===== config.mk =====
export PLATFORM = sky130hd
export DESIGN_NAME = alu_share_arbiter_flat
export DESIGN_NICKNAME = d
export VERILOG_FILES = /design/src/rtl/alu_pkg.sv /design/src/rtl/alu_share_arbiter_if.sv /design/src/rtl/alu_core.sv /design/src/rtl/alu_share_arbiter.sv /design/src/flat_wrapper.sv
export SDC_FILE = /design/constraint.sdc
export NUM_CORES = 1
export LEC_CHECK = 0
export ABC_AREA = 1
export BUFFER_PORTS_ARGS = -buffer_cell sky130_fd_sc_hd__buf_2
export CORE_MARGIN = 3
export CORE_UTILIZATION = 35
export DETAILED_ROUTE_END_ITERATION = 8
export GPL_ROUTABILITY_DRIVEN = 0
export PLACE_DENSITY = 0.67
export SLEW_MARGIN = 20
export SYNTH_ARGS = -nofsm -noshare
export SYNTH_HDL_FRONTEND = slang
export SYNTH_SLANG_ARGS = --single-unit

===== constraint.sdc =====
create_clock -name clk -period 6.88 [get_ports clk]
set_input_delay 1.376 -clock clk [delete_from_list [all_inputs] [get_ports clk]]
set_output_delay 1.376 -clock clk [all_outputs]
set_load 0.1 [all_outputs]

===== src/rtl/alu_pkg.sv =====
// Shared ALU opcodes, flag bit positions and arbiter state encodings.
// Pure declarations; no latency or flow control of its own.
package alu_pkg;

    localparam int ALU_WIDTH = 32;
    localparam int ALU_OPW   = 3;

    localparam logic [2:0] ALU_ADD = 3'd0;
    localparam logic [2:0] ALU_SUB = 3'd1;
    localparam logic [2:0] ALU_AND = 3'd2;
    localparam logic [2:0] ALU_OR  = 3'd3;
    localparam logic [2:0] ALU_XOR = 3'd4;
    localparam logic [2:0] ALU_SLT = 3'd5;

    // flags vector is {N,Z,C,V}
    localparam int FLAG_N = 3;
    localparam int FLAG_Z = 2;
    localparam int FLAG_C = 1;
    localparam int FLAG_V = 0;

    typedef enum logic [1:0] {
        S_IDLE = 2'd0,
        S_EXEC = 2'd1,
        S_RESP = 2'd2
    } state_t;

endpackage


===== src/rtl/alu_share_arbiter_if.sv =====
// Two-requester ALU bus: request and response valid/ready channels per port.
// master = requesters, slave = arbiter.
interface alu_share_arbiter_if #(
    parameter int WIDTH = 32,
    parameter int OPW   = 3
);
    logic             req0_valid;
    logic             req0_ready;
    logic [OPW-1:0]   req0_op;
    logic [WIDTH-1:0] req0_a;
    logic [WIDTH-1:0] req0_b;
    logic             rsp0_valid;
    logic             rsp0_ready;
    logic [WIDTH-1:0] rsp0_data;
    logic [3:0]       rsp0_flags;

    logic             req1_valid;
    logic             req1_ready;
    logic [OPW-1:0]   req1_op;
    logic [WIDTH-1:0] req1_a;
    logic [WIDTH-1:0] req1_b;
    logic             rsp1_valid;
    logic             rsp1_ready;
    logic [WIDTH-1:0] rsp1_data;
    logic [3:0]       rsp1_flags;

    modport master (
        output req0_valid, req0_op, req0_a, req0_b, rsp0_ready,
        output req1_valid, req1_op, req1_a, req1_b, rsp1_ready,
        input  req0_ready, rsp0_valid, rsp0_data, rsp0_flags,
        input  req1_ready, rsp1_valid, rsp1_data, rsp1_flags
    );

    modport slave (
        input  req0_valid, req0_op, req0_a, req0_b, rsp0_ready,
        input  req1_valid, req1_op, req1_a, req1_b, rsp1_ready,
        output req0_ready, rsp0_valid, rsp0_data, rsp0_flags,
        output req1_ready, rsp1_valid, rsp1_data, rsp1_flags
    );

endinterface


===== src/rtl/alu_core.sv =====
// Combinational WIDTH-bit ALU producing result and {N,Z,C,V}.
// Zero latency, no flow control; illegal opcodes return 0 with Z and V set.
module alu_core
    import alu_pkg::*;
#(
    parameter int WIDTH = 32,
    parameter int OPW   = 3
) (
    input  logic [OPW-1:0]   op,
    input  logic [WIDTH-1:0] a,
    input  logic [WIDTH-1:0] b,
    output logic [WIDTH-1:0] r,
    output logic [3:0]       flags
);

    logic [WIDTH:0] sum;
    logic           c;
    logic           v;
    logic           illegal;

    always_comb begin
        sum     = '0;
        r       = '0;
        c       = 1'b0;
        v       = 1'b0;
        illegal = 1'b0;
        case (op)
            ALU_ADD: begin
                sum = {1'b0, a} + {1'b0, b};
                r   = sum[WIDTH-1:0];
                c   = sum[WIDTH];
                v   = (a[WIDTH-1] == b[WIDTH-1]) && (r[WIDTH-1] != a[WIDTH-1]);
            end
            ALU_SUB: begin
                // carry out of a + ~b + 1 is the inverted borrow
                sum = {1'b0, a} + {1'b0, ~b} + {{WIDTH{1'b0}}, 1'b1};
                r   = sum[WIDTH-1:0];
                c   = sum[WIDTH];
                v   = (a[WIDTH-1] != b[WIDTH-1]) && (r[WIDTH-1] != a[WIDTH-1]);
            end
            ALU_AND: r = a & b;
            ALU_OR:  r = a | b;
            ALU_XOR: r = a ^ b;
            ALU_SLT: r = {{(WIDTH-1){1'b0}}, ($signed(a) < $signed(b))};
            default: illegal = 1'b1;
        endcase

        flags = '0;
        if (illegal) begin
            flags[FLAG_Z] = 1'b1;
            flags[FLAG_V] = 1'b1;
        end else begin
            flags[FLAG_N] = r[WIDTH-1];
            flags[FLAG_Z] = (r == '0);
            flags[FLAG_C] = c;
            flags[FLAG_V] = v;
        end
    end

endmodule


===== src/rtl/alu_share_arbiter.sv =====
// Round-robin share of one registered ALU between two requesters (IDLE->EXEC->RESP).
// Response valid two cycles after the accept cycle; result held until the owner takes it.
module alu_share_arbiter
    import alu_pkg::*;
#(
    parameter int WIDTH = 32,
    parameter int OPW   = 3
) (
    input logic                clk,
    input logic                rst_n,
    alu_share_arbiter_if.slave bus
);

    state_t           state_q, state_d;
    logic             rr_ptr_q;
    logic             owner_q;
    logic [OPW-1:0]   op_q;
    logic [WIDTH-1:0] a_q;
    logic [WIDTH-1:0] b_q;
    logic [WIDTH-1:0] res_q;
    logic [3:0]       flags_q;

    logic             gnt_id;
    logic             accept;
    logic             rsp_fire;
    logic [WIDTH-1:0] alu_r;
    logic [3:0]       alu_flags;

    // a lone requester wins outright; a tie goes to the round-robin pointer
    assign gnt_id = (bus.req0_valid && bus.req1_valid) ? rr_ptr_q : bus.req1_valid;

    always_comb begin
        state_d  = state_q;
        accept   = 1'b0;
        rsp_fire = 1'b0;
        case (state_q)
            S_IDLE: begin
                if (bus.req0_valid || bus.req1_valid) begin
                    accept  = 1'b1;
                    state_d = S_EXEC;
                end
            end
            S_EXEC: state_d = S_RESP;
            S_RESP: begin
                rsp_fire = owner_q ? bus.rsp1_ready : bus.rsp0_ready;
                if (rsp_fire) state_d = S_IDLE;
            end
            default: state_d = S_IDLE;
        endcase
    end

    // ready is masked while reset is held so nothing looks accepted during reset
    assign bus.req0_ready = rst_n && accept && !gnt_id;
    assign bus.req1_ready = rst_n && accept &&  gnt_id;

    assign bus.rsp0_valid = (state_q == S_RESP) && !owner_q;
    assign bus.rsp1_valid = (state_q == S_RESP) &&  owner_q;
    assign bus.rsp0_data  = res_q;
    assign bus.rsp1_data  = res_q;
    assign bus.rsp0_flags = flags_q;
    assign bus.rsp1_flags = flags_q;

    alu_core #(
        .WIDTH (WIDTH),
        .OPW   (OPW)
    ) u_alu_core (
        .op    (op_q),
        .a     (a_q),
        .b     (b_q),
        .r     (alu_r),
        .flags (alu_flags)
    );

    always_ff @(posedge clk or negedge rst_n) begin
        if (!rst_n) begin
            state_q  <= S_IDLE;
            rr_ptr_q <= 1'b0;
            owner_q  <= 1'b0;
            op_q     <= '0;
            a_q      <= '0;
            b_q      <= '0;
            res_q    <= '0;
            flags_q  <= '0;
        end else begin
            state_q <= state_d;
            if (accept) begin
                owner_q <= gnt_id;
                op_q    <= gnt_id ? bus.req1_op : bus.req0_op;
                a_q     <= gnt_id ? bus.req1_a  : bus.req0_a;
                b_q     <= gnt_id ? bus.req1_b  : bus.req0_b;
            end
            if (state_q == S_EXEC) begin
                res_q   <= alu_r;
                flags_q <= alu_flags;
            end
            if (rsp_fire) rr_ptr_q <= ~owner_q;
        end
    end

endmodule


===== src/flat_wrapper.sv =====
// flat-port wrapper written by rule: the top's interface ports become plain ports
module alu_share_arbiter_flat import alu_pkg::*;
#(
    parameter int WIDTH = 32,
    parameter int OPW   = 3
)
  (clk, rst_n, bus_req0_valid, bus_req0_op, bus_req0_a, bus_req0_b, bus_rsp0_ready, bus_req1_valid, bus_req1_op, bus_req1_a, bus_req1_b, bus_rsp1_ready, bus_req0_ready, bus_rsp0_valid, bus_rsp0_data, bus_rsp0_flags, bus_req1_ready, bus_rsp1_valid, bus_rsp1_data, bus_rsp1_flags);
  alu_share_arbiter_if #(.WIDTH(WIDTH), .OPW(OPW)) bus_i ();
  input logic clk;
  input logic rst_n;
  input wire logic [$bits(bus_i.req0_valid)-1:0] bus_req0_valid;
  input wire logic [$bits(bus_i.req0_op)-1:0] bus_req0_op;
  input wire logic [$bits(bus_i.req0_a)-1:0] bus_req0_a;
  input wire logic [$bits(bus_i.req0_b)-1:0] bus_req0_b;
  input wire logic [$bits(bus_i.rsp0_ready)-1:0] bus_rsp0_ready;
  input wire logic [$bits(bus_i.req1_valid)-1:0] bus_req1_valid;
  input wire logic [$bits(bus_i.req1_op)-1:0] bus_req1_op;
  input wire logic [$bits(bus_i.req1_a)-1:0] bus_req1_a;
  input wire logic [$bits(bus_i.req1_b)-1:0] bus_req1_b;
  input wire logic [$bits(bus_i.rsp1_ready)-1:0] bus_rsp1_ready;
  output wire logic [$bits(bus_i.req0_ready)-1:0] bus_req0_ready;
  output wire logic [$bits(bus_i.rsp0_valid)-1:0] bus_rsp0_valid;
  output wire logic [$bits(bus_i.rsp0_data)-1:0] bus_rsp0_data;
  output wire logic [$bits(bus_i.rsp0_flags)-1:0] bus_rsp0_flags;
  output wire logic [$bits(bus_i.req1_ready)-1:0] bus_req1_ready;
  output wire logic [$bits(bus_i.rsp1_valid)-1:0] bus_rsp1_valid;
  output wire logic [$bits(bus_i.rsp1_data)-1:0] bus_rsp1_data;
  output wire logic [$bits(bus_i.rsp1_flags)-1:0] bus_rsp1_flags;
  assign bus_i.req0_valid = bus_req0_valid;
  assign bus_i.req0_op = bus_req0_op;
  assign bus_i.req0_a = bus_req0_a;
  assign bus_i.req0_b = bus_req0_b;
  assign bus_i.rsp0_ready = bus_rsp0_ready;
  assign bus_i.req1_valid = bus_req1_valid;
  assign bus_i.req1_op = bus_req1_op;
  assign bus_i.req1_a = bus_req1_a;
  assign bus_i.req1_b = bus_req1_b;
  assign bus_i.rsp1_ready = bus_rsp1_ready;
  assign bus_req0_ready = bus_i.req0_ready;
  assign bus_rsp0_valid = bus_i.rsp0_valid;
  assign bus_rsp0_data = bus_i.rsp0_data;
  assign bus_rsp0_flags = bus_i.rsp0_flags;
  assign bus_req1_ready = bus_i.req1_ready;
  assign bus_rsp1_valid = bus_i.rsp1_valid;
  assign bus_rsp1_data = bus_i.rsp1_data;
  assign bus_rsp1_flags = bus_i.rsp1_flags;
  alu_share_arbiter #(.WIDTH(WIDTH), .OPW(OPW)) u_core (.clk(clk), .rst_n(rst_n), .bus(bus_i));
endmodule

Word level (Yosys, flattened, before mapping)
Cells that the tools add are included.
- add/subtract/negate cells: 3
- magnitude comparators: 1
- equal/unequal tests: 13
- muxes and demuxes: 18
- bitwise gates (word level): 5
- reduce and logical (&&, ||, !) cells: 16
- operator list (kind ; count):
    $pmux 32 s6 ; 1
    $add 32x32->33 ; 2
    $mux 32 ; 2
    $add 33x1->33 const B ; 1
    $and 32x32->32 ; 1
    $logic_not 32->1 ; 1
    $lt 32x32->1 ; 1
    $not 32->32 ; 1
    $or 32x32->32 ; 1
    $xor 32x32->32 ; 1
    $mux 1 ; 9
    $logic_and 1x1->1 ; 8
    $eq 3x2->1 const B ; 2
    $eq 3x3->1 const B ; 2
    $pmux 2 s3 ; 1
    $reduce_or 6->1 ; 1
    $mux 2 ; 2
    $ne 2x1->1 const B ; 2
    $pmux 1 s2 ; 2
    $eq 3x1->1 const B ; 1
    $logic_not 3->1 ; 1
    $mux 3 ; 1
    $ne 1x1->1 ; 3
    $eq 2x1->1 const B ; 1
    7 further kinds ; 8
- register bits: 107
- bits of input ports: 140
- output and inout port bits: 76
- logic and storage cells: 64

Longest topological paths before layout
Gate-level depths: netlist of run 1.
- depth in word-level cells: 7
- depth in mapped cells: 21
- depth with buffers taken out: 20

Hierarchy
A second synthesis of run 1 with hierarchy kept.
- cell total of the unflattened synthesis: 2170
- area total of the unflattened synthesis: 12451.9 um^2
- modules (own cells, without submodules) (module ; instances ; cells an instance ; area an instance (um^2) ; seq. area each (um^2)):
    alu_core ; 1 ; 1374 ; 6754.0 ; 0.0
    alu_share_arbiter ; 1 ; 796 ; 5698.0 ; 2677.6

Worst setup path after synthesis of run 1
No wires, ideal clock.
- kind: input to output
- start: input port bus_req0_valid
- end: output port bus_req0_ready
- arrival time: 3822 ps
- data required time: 5504 ps
- slack: 1682 ps
- stages: 5
- buffers on the path: 1
- cells stage by stage: nand2_1 > nand2_1 > inv_1 > clkbuf_1 > nor3_1
- word-level cells in the longest chain between the ends: 5
- elaborated cells on any way between the ends: 8
- those cells by class: 3 x mux; 5 x reduce/logical
- RTL lines (element ; line ; source):
    start, declared ; flat_wrapper.sv:11 ; input wire logic [$bits(bus_i.req0_valid)-1:0] bus_req0_valid;
    $logic_or 1x1->1 ; alu_share_arbiter.sv:38 ; if (bus.req0_valid || bus.req1_valid) begin
    $mux 1 ; alu_share_arbiter.sv:38 ;
    $mux 1 ; alu_share_arbiter.sv:36 ; case (state_q)
    $logic_and 1x1->1 ; alu_share_arbiter.sv:53 ; assign bus.req0_ready = rst_n && accept && !gnt_id;
    $logic_and 1x1->1 * ; alu_share_arbiter.sv:53 ;
    end, declared ; flat_wrapper.sv:21 ; output wire logic [$bits(bus_i.req0_ready)-1:0] bus_req0_ready;
Every way passes the cells marked *; elsewhere a longest branch is shown, timed or not.

Worst setup path after layout of run 1
Ends and elaborated chain as after synthesis.

==> run summary, run 1 <==
Drt drc = 0
Worst R2R Path Depth = 18
Largest net degree at the start of global routing = 137
Final Cycle Share = 71.7%
Ant diodes = 0
Hold path depth = 2
Port bufs = 215
Tightest Hold Check Type = reg2reg
Worst EP required = 5.50 ns
Worst slew pin tran = 1.02 ns
Post-route ant nets = 0
Crit path DAT = 3.56 ns
Mapped Cells = 1867
Hold_sp = u_core.rr_ptr_q
Outcome = complete, no violations
Starting Density = 35.6%
GRT Overall Usage = 21.3%
Root Buffer = clkbuf_16
Post-DP HPWL = 30300 µm
Antenna violations before repair = 0
Sequential area share after synthesis = 23.7%
Vias in the first global route = 11100
Min Tclk post-route = 4.93 ns
Via count = 12300
Slew Viols, Final = 0
Critical R2R Launch = u_core.b_q[0]
Setup Fix Bufs, Post-CTS = 0
Hold Fails Final Rpt = 0
Synthesized cell area = 11300 µm²
Crit end category = output pin
Final WS setup = 1.95 ns
Setup TNS = 0 ns
Post-Route WL = 37600 µm
R2r endpoint = u_core.bus.rsp0_flags[2]
Clock Latency Late Sink = 0.38 ns
CP Launch Type = input port
Placed insts = 2381
Layout Skew = 0.00889 ns
Ys async rst share = 100%
Iter 0 DRT Violations = 1142
Worst-path clk slew = 0.07 ns
First-pass GRT wire length = 58100 µm
Final setup vio count = 0
Critical path fanouts, max = 68
Maxcap violations = 0
Flop2flop setup slack = 3.80 ns
Pre-Repair DR Iteration Count = 6
Die Span Y = 186 µm
Post_cts resized = 0
Synth cell types = 36
Num CTS Buffers = 9
Fin area = 12600 µm²
Mean Syn Cell Area = 6.05 µm²
Syn-to-layout area delta = 11.7%
Core footprint = 31700 µm²
Worst relative slew slack = 31.7%
Pre-CTS setup slack = 1.94 ns
CTS tree = done
H-tree Lvls = 3
Post-synth EDFFs = 0
Achievable Freq = 203 MHz
Clk sink count = 107
Placed cell areas = 12300 µm²
Syn Nets = 2112
Die area = 34500 µm²
RSZ-0062 raised after global routing = false
Non-Filler Instances = 2397
Worst setup path class = in2out
CTS Hold Bufs = 0
Hold Path Sink = u_core.rr_ptr_q
Synth Register Bits = 107
Vias/cell = 5.14
WL/cell = 15.7 µm
Synth warn = 0
Io pins = 216
Die width = 186 µm
Grt total ovfl = 0
Total Nets Final = 2235
Layout cell share with drive strength beyond 1 = 13.1%
Row Count = 65
CTS Buffer Depth = 2
Top FF cell, synth = dfrtp_1
[cell usage after synthesis, types with 2 or more instances]
| cell | n | area share [%] |
|---|---|---|
| a21oi_1 | 78 | 3.5 |
| and2_1 | 3 | 0.17 |
| buf_1 | 6 | 0.20 |
| buf_2 | 23 | 1.0 |
| buf_4 | 45 | 3.0 |
| buf_6 | 3 | 0.30 |
| clkbuf_1 | 33 | 1.1 |
| dfrtp_1 | 107 | 24 |
| fa_1 | 2 | 0.35 |
| ha_1 | 103 | 11 |
| inv_1 | 287 | 9.5 |
| inv_2 | 8 | 0.27 |
| nand2_1 | 545 | 18 |
| nand3_1 | 156 | 6.9 |
| nand3b_1 | 6 | 0.40 |
| nand4_1 | 16 | 0.89 |
| nor2_1 | 206 | 6.8 |
| nor2_2 | 5 | 0.28 |
| nor3_1 | 14 | 0.62 |
| nor3_2 | 2 | 0.18 |
| o21ai_0 | 104 | 4.6 |
| o21bai_1 | 7 | 0.47 |
| o221ai_1 | 4 | 0.31 |
| o22ai_1 | 91 | 5.0 |
| or2_2 | 2 | 0.11 |
[layer usage]
layer	routed length, µm	part of all wire (%)	GRT usage [%]	vias to the layer above
li1	-	-	-	6132
met5	0	0	0	-
met3	3630	9.7	4.36	79
met1	17300	46	30.7	5526
met2	15400	41	31.4	589
met4	1260	3.3	8.19	0
[critical path: stages]
cell and delay, ns:
buf_2 0.09, nand2_1 0.06, nand2_2 0.05, buf_4 0.54, inv_1 0.40, buf_4 0.37
nor3_1 0.19, buf_2 0.45
[final cells by class]
class | count | area [µm²]
timing repair buffer | 222 | 1130
clock buffer | 13 | 270
inverter | 295 | 1110
fill | 3461 | 19100
clock inverter | 3 | 21.3
tap | 402 | 503
sequential | 107 | 2680
multi-input combinational | 1355 | 6900
[per-stage QoR]
stage / utilization (%) / hold slack (ns)
floorplan: - / 0.462
global placement: 38.8 / 0.485
detailed placement: 38.8 / 0.494
CTS: 39.8 / 0.517
global route: 39.8 / 0.548
finish: 39.8 / 0.511
[worst max path at each step]
stage               cells past startpoint             end  slack (ns)      startpoint
finish                                  8  bus_req0_ready        1.95  bus_req0_valid
global route                            8  bus_req0_ready        1.77  bus_req0_valid
CTS                                     8  bus_req0_ready        1.94  bus_req0_valid
detailed placement                      8  bus_req0_ready        1.94  bus_req0_valid
global placement                        8  bus_req0_ready        1.97  bus_req0_valid
floorplan                               5  bus_req0_ready        1.68  bus_req0_valid
[cell usage in the layout (no fill, tap or decap), types with 5 or more instances in the layout]
master     Yosys  routed
a21oi_1       78      78
o22ai_1       91      91
dfrtp_1      107     107
nor2_2         5       5
ha_1         103     103
nand2_1      545     543
buf_2         23     214
o21ai_0      104     104
buf_4         45       7
inv_2          8       7
inv_1        287     287
nor2_1       206     204
o21bai_1       7       7
nor3_1        14      14
clkbuf_16      0       9
nand4_1       16      16
nand3_1      156     156
nand3b_1       6       6
[state kept, by name, summed over array words and instances, names as in the netlist]
signal,cells
u_core.a_q,32
u_core.b_q,32
u_core.bus.rsp0_data,32
u_core.bus.rsp0_flags,4
u_core.op_q,3
u_core.state_q,2
u_core.owner_q,1
u_core.rr_ptr_q,1
[cells by family after synthesis]
logic type | share of synthesized area, %
simple gates | 34.8
xor+xnor | 0.0776
flops | 23.7
buf+inv | 15.4
compound gates | 14.2
fa+ha+maj | 11.8
Power of run 1 is left out: the tool's default activity adds up to more than one toggle a clock period on the data nets, which glitch-free logic cannot reach.
==> run 2: changes to the inputs <==
Settings changed: ABC_AREA 1 to 0, PLACE_DENSITY 0.67 to 0.69.
Clock period 6.88 ns to 4.4 ns, I/O delays scaled along.
==> run 2 against run 1 <==
- register-to-register slack got worse by 3.7 ns
- design area is 3.5% lower
- first-iteration DRC count decreased by 12%
- via count decreased by 13%
- area after synthesis is 6.2% lower
- hold slack worse by 0.017 ns
- die area decreased by 6.0%
==> run summary, run 2 <==
Non-Filler Instances = 1892 (-21%)
Tightest Hold Check Type = reg2reg
Row Count = 63 (-3.1%)
First-pass GRT wire length = 53300 µm (-8.3%)
Drt drc = 0 (unchanged)
Num CTS Buffers = 9 (unchanged)
Synth cell types = 79 (+120%)
Final Cycle Share = 96.8%
Placed insts = 1876 (-21%)
Crit end category = register
Synth top cells by count = a21oi_1, nor2_1, nand2_1
Mapped Cells = 1360 (-27%)
Total Nets Final = 1742 (-22%)
Synth warn = 0 (unchanged)
Port bufs = 215 (unchanged)
Die area = 32400 µm² (-6.0%)
Die Span Y = 180 µm (-3.0%)
Synth Register Bits = 107 (unchanged)
Ant diodes = 0 (unchanged)
Slew Viols, Final = 0 (unchanged)
CP Launch Type = register
WL/cell = 17.9 µm (+14%)
Starting Density = 35.7% (+0.044 points)
Vias/cell = 5.67 (+10%)
Via count = 10700 (-13%)
Post-Route WL = 33900 µm (-9.8%)
Final setup vio count = 0 (unchanged)
Post-synth EDFFs = 0 (unchanged)
CTS tree = done
Hold path depth = 1 (-1)
Grt total ovfl = 0 (unchanged)
CTS Buffer Depth = 2 (unchanged)
Worst setup path class = reg2reg
Hold slack final = 0.494 ns (-0.0173 ns)
H-tree Lvls = 3 (unchanged)
Commonest non-fill, non-tap cell in the layout = buf_2
RSZ-0062 raised after global routing = false
Worst relative slew slack = 26.6% (-5.2 points)
Mean Syn Cell Area = 7.79 µm² (+29%)
Outcome = complete, no violations
Clock Latency Late Sink = 0.37 ns (about the same)
Layout cell share with drive strength beyond 1 = 20.1% (+7.0 points)
Worst-path clk slew = 0.08 ns (about the same)
Worst EP required = 4.69 ns (-0.81 ns)
Die width = 180 µm (-3.0%)
Syn Nets = 1605 (-24%)
GRT Overall Usage = 19.9% (-1.4 points)
Worst R2R Path Depth = 12 (-6)
Worst slew pin tran = 1.10 ns (+0.0758 ns)
Vias in the first global route = 9909 (-11%)
Largest net degree at the start of global routing = 108 (-21%)
Critical path fanouts, max = 14 (-79%)
Post-synth top area cell = dfrtp_1
Antenna violations before repair = 0 (unchanged)
CTS Hold Bufs = 0 (unchanged)
Core footprint = 29700 µm² (-6.3%)
Root Buffer = clkbuf_16
Most frequent cells in the layout = buf_2, a21oi_1, nor2_1
Synthesized cell area = 10600 µm² (-6.2%)
Clk sink count = 107 (unchanged)
Syn-to-layout area delta = 14.9%
Setup TNS = 0 ns (unchanged)
Pre-Repair DR Iteration Count = 6 (unchanged)
Crit path DAT = 4.55 ns (+0.99 ns)
Ys async rst share = 100% (unchanged)
Min Tclk post-route = 4.26 ns
Post-DP HPWL = 26200 µm (-14%)
Sequential area share after synthesis = 25.3% (+1.6 points)
Achievable Freq = 235 MHz
Post-route ant nets = 0 (unchanged)
Post_cts resized = 0 (unchanged)
Largest cells by area after synthesis = dfrtp_1, ha_1, a21oi_1
Layout Skew = 0.0111 ns (+0.00225 ns)
Io pins = 216 (unchanged)
Area fraction of the dominant cell type after synthesis = 25.3% (+1.6 points)
Hold Fails Final Rpt = 0 (unchanged)
Top-count cell post-synth = a21oi_1
Top FF cell, synth = dfrtp_1
Iter 0 DRT Violations = 1000 (-12%)
Setup Fix Bufs, Post-CTS = 0 (unchanged)
Maxcap violations = 0 (unchanged)
-- run 2: cell families after synthesis --
group	count (synthesis)	synth area share [%]
compound gates	441	27.1
simple gates	385	16.9
buf+inv	228	9.41
flops	107	25.3
fa+ha+maj	105	12.5
mux	83	7.91
xor+xnor	11	0.909
-- run 2: area by class of cell --
| cell class | instances | area, µm² |
|---|---|---|
| repair buffers | 248 | 1340 |
| clock buffers | 10 | 239 |
| inverters | 106 | 398 |
| multi-input cells | 1025 | 6960 |
| clock inverters | 6 | 71.3 |
| well taps | 390 | 488 |
| fillers | 3057 | 17500 |
| flip-flops and latches | 107 | 2680 |
-- run 2: path summary, 6_finish.rpt --
| path | start | endpoint | slack [ns] |
|---|---|---|---|
| hold reg to reg | u_core.bus.rsp0_data[31] | u_core.bus.rsp0_data[31] | 0.49 |
| min in group asynchronous | rst_n | u_core.bus.rsp0_data[14] | 0.64 |
| setup / recovery | u_core.b_q[9] | u_core.bus.rsp0_flags[2] | 0.14 |
| max in group asynchronous | rst_n | u_core.b_q[18] | 3.28 |
| hold / removal | u_core.bus.rsp0_data[31] | u_core.bus.rsp0_data[31] | 0.49 |
| setup reg to reg | u_core.b_q[9] | u_core.bus.rsp0_flags[2] | 0.14 |
-- run 2: layer usage --
metal,up-vias,routed length (µm),GRT usage (%),part of all wire [%]
met4,0,855,5.51,2.5
met2,554,15600,33.1,46
met1,4989,14600,27.2,43
met3,68,2900,2.77,8.6
met5,-,0,0,0
li1,5116,-,-,-
-- run 2: worst max-delay path, cell delays in order, from the launching register on --
cell     delay (ns)
dfrtp_1        0.40
inv_1          0.08
ha_1           0.49
or4_4          0.62
or4_4          0.51
nor3_4         0.26
o41ai_1        0.12
nor3_1         0.48
nand4_1        0.21
or4_1          0.44
nor4_1         0.33
nand3_1        0.11
o21ai_1        0.15
-- run 2: through the flow --
stage / utilization, % / area [µm²] / setup slack (ns)
6_report: 41.0 / 12200 / 0.142
5_1_grt: 41.0 / 12200 / 0.00532
4_1_cts: 40.9 / 12200 / 0.219
3_5_place_dp: 39.9 / 11900 / 0.258
3_3_place_gp: 39.9 / 11900 / 0.329
2_1_floorplan: - / 10600 / 0.350
Power of run 2 is left out for the same reason.
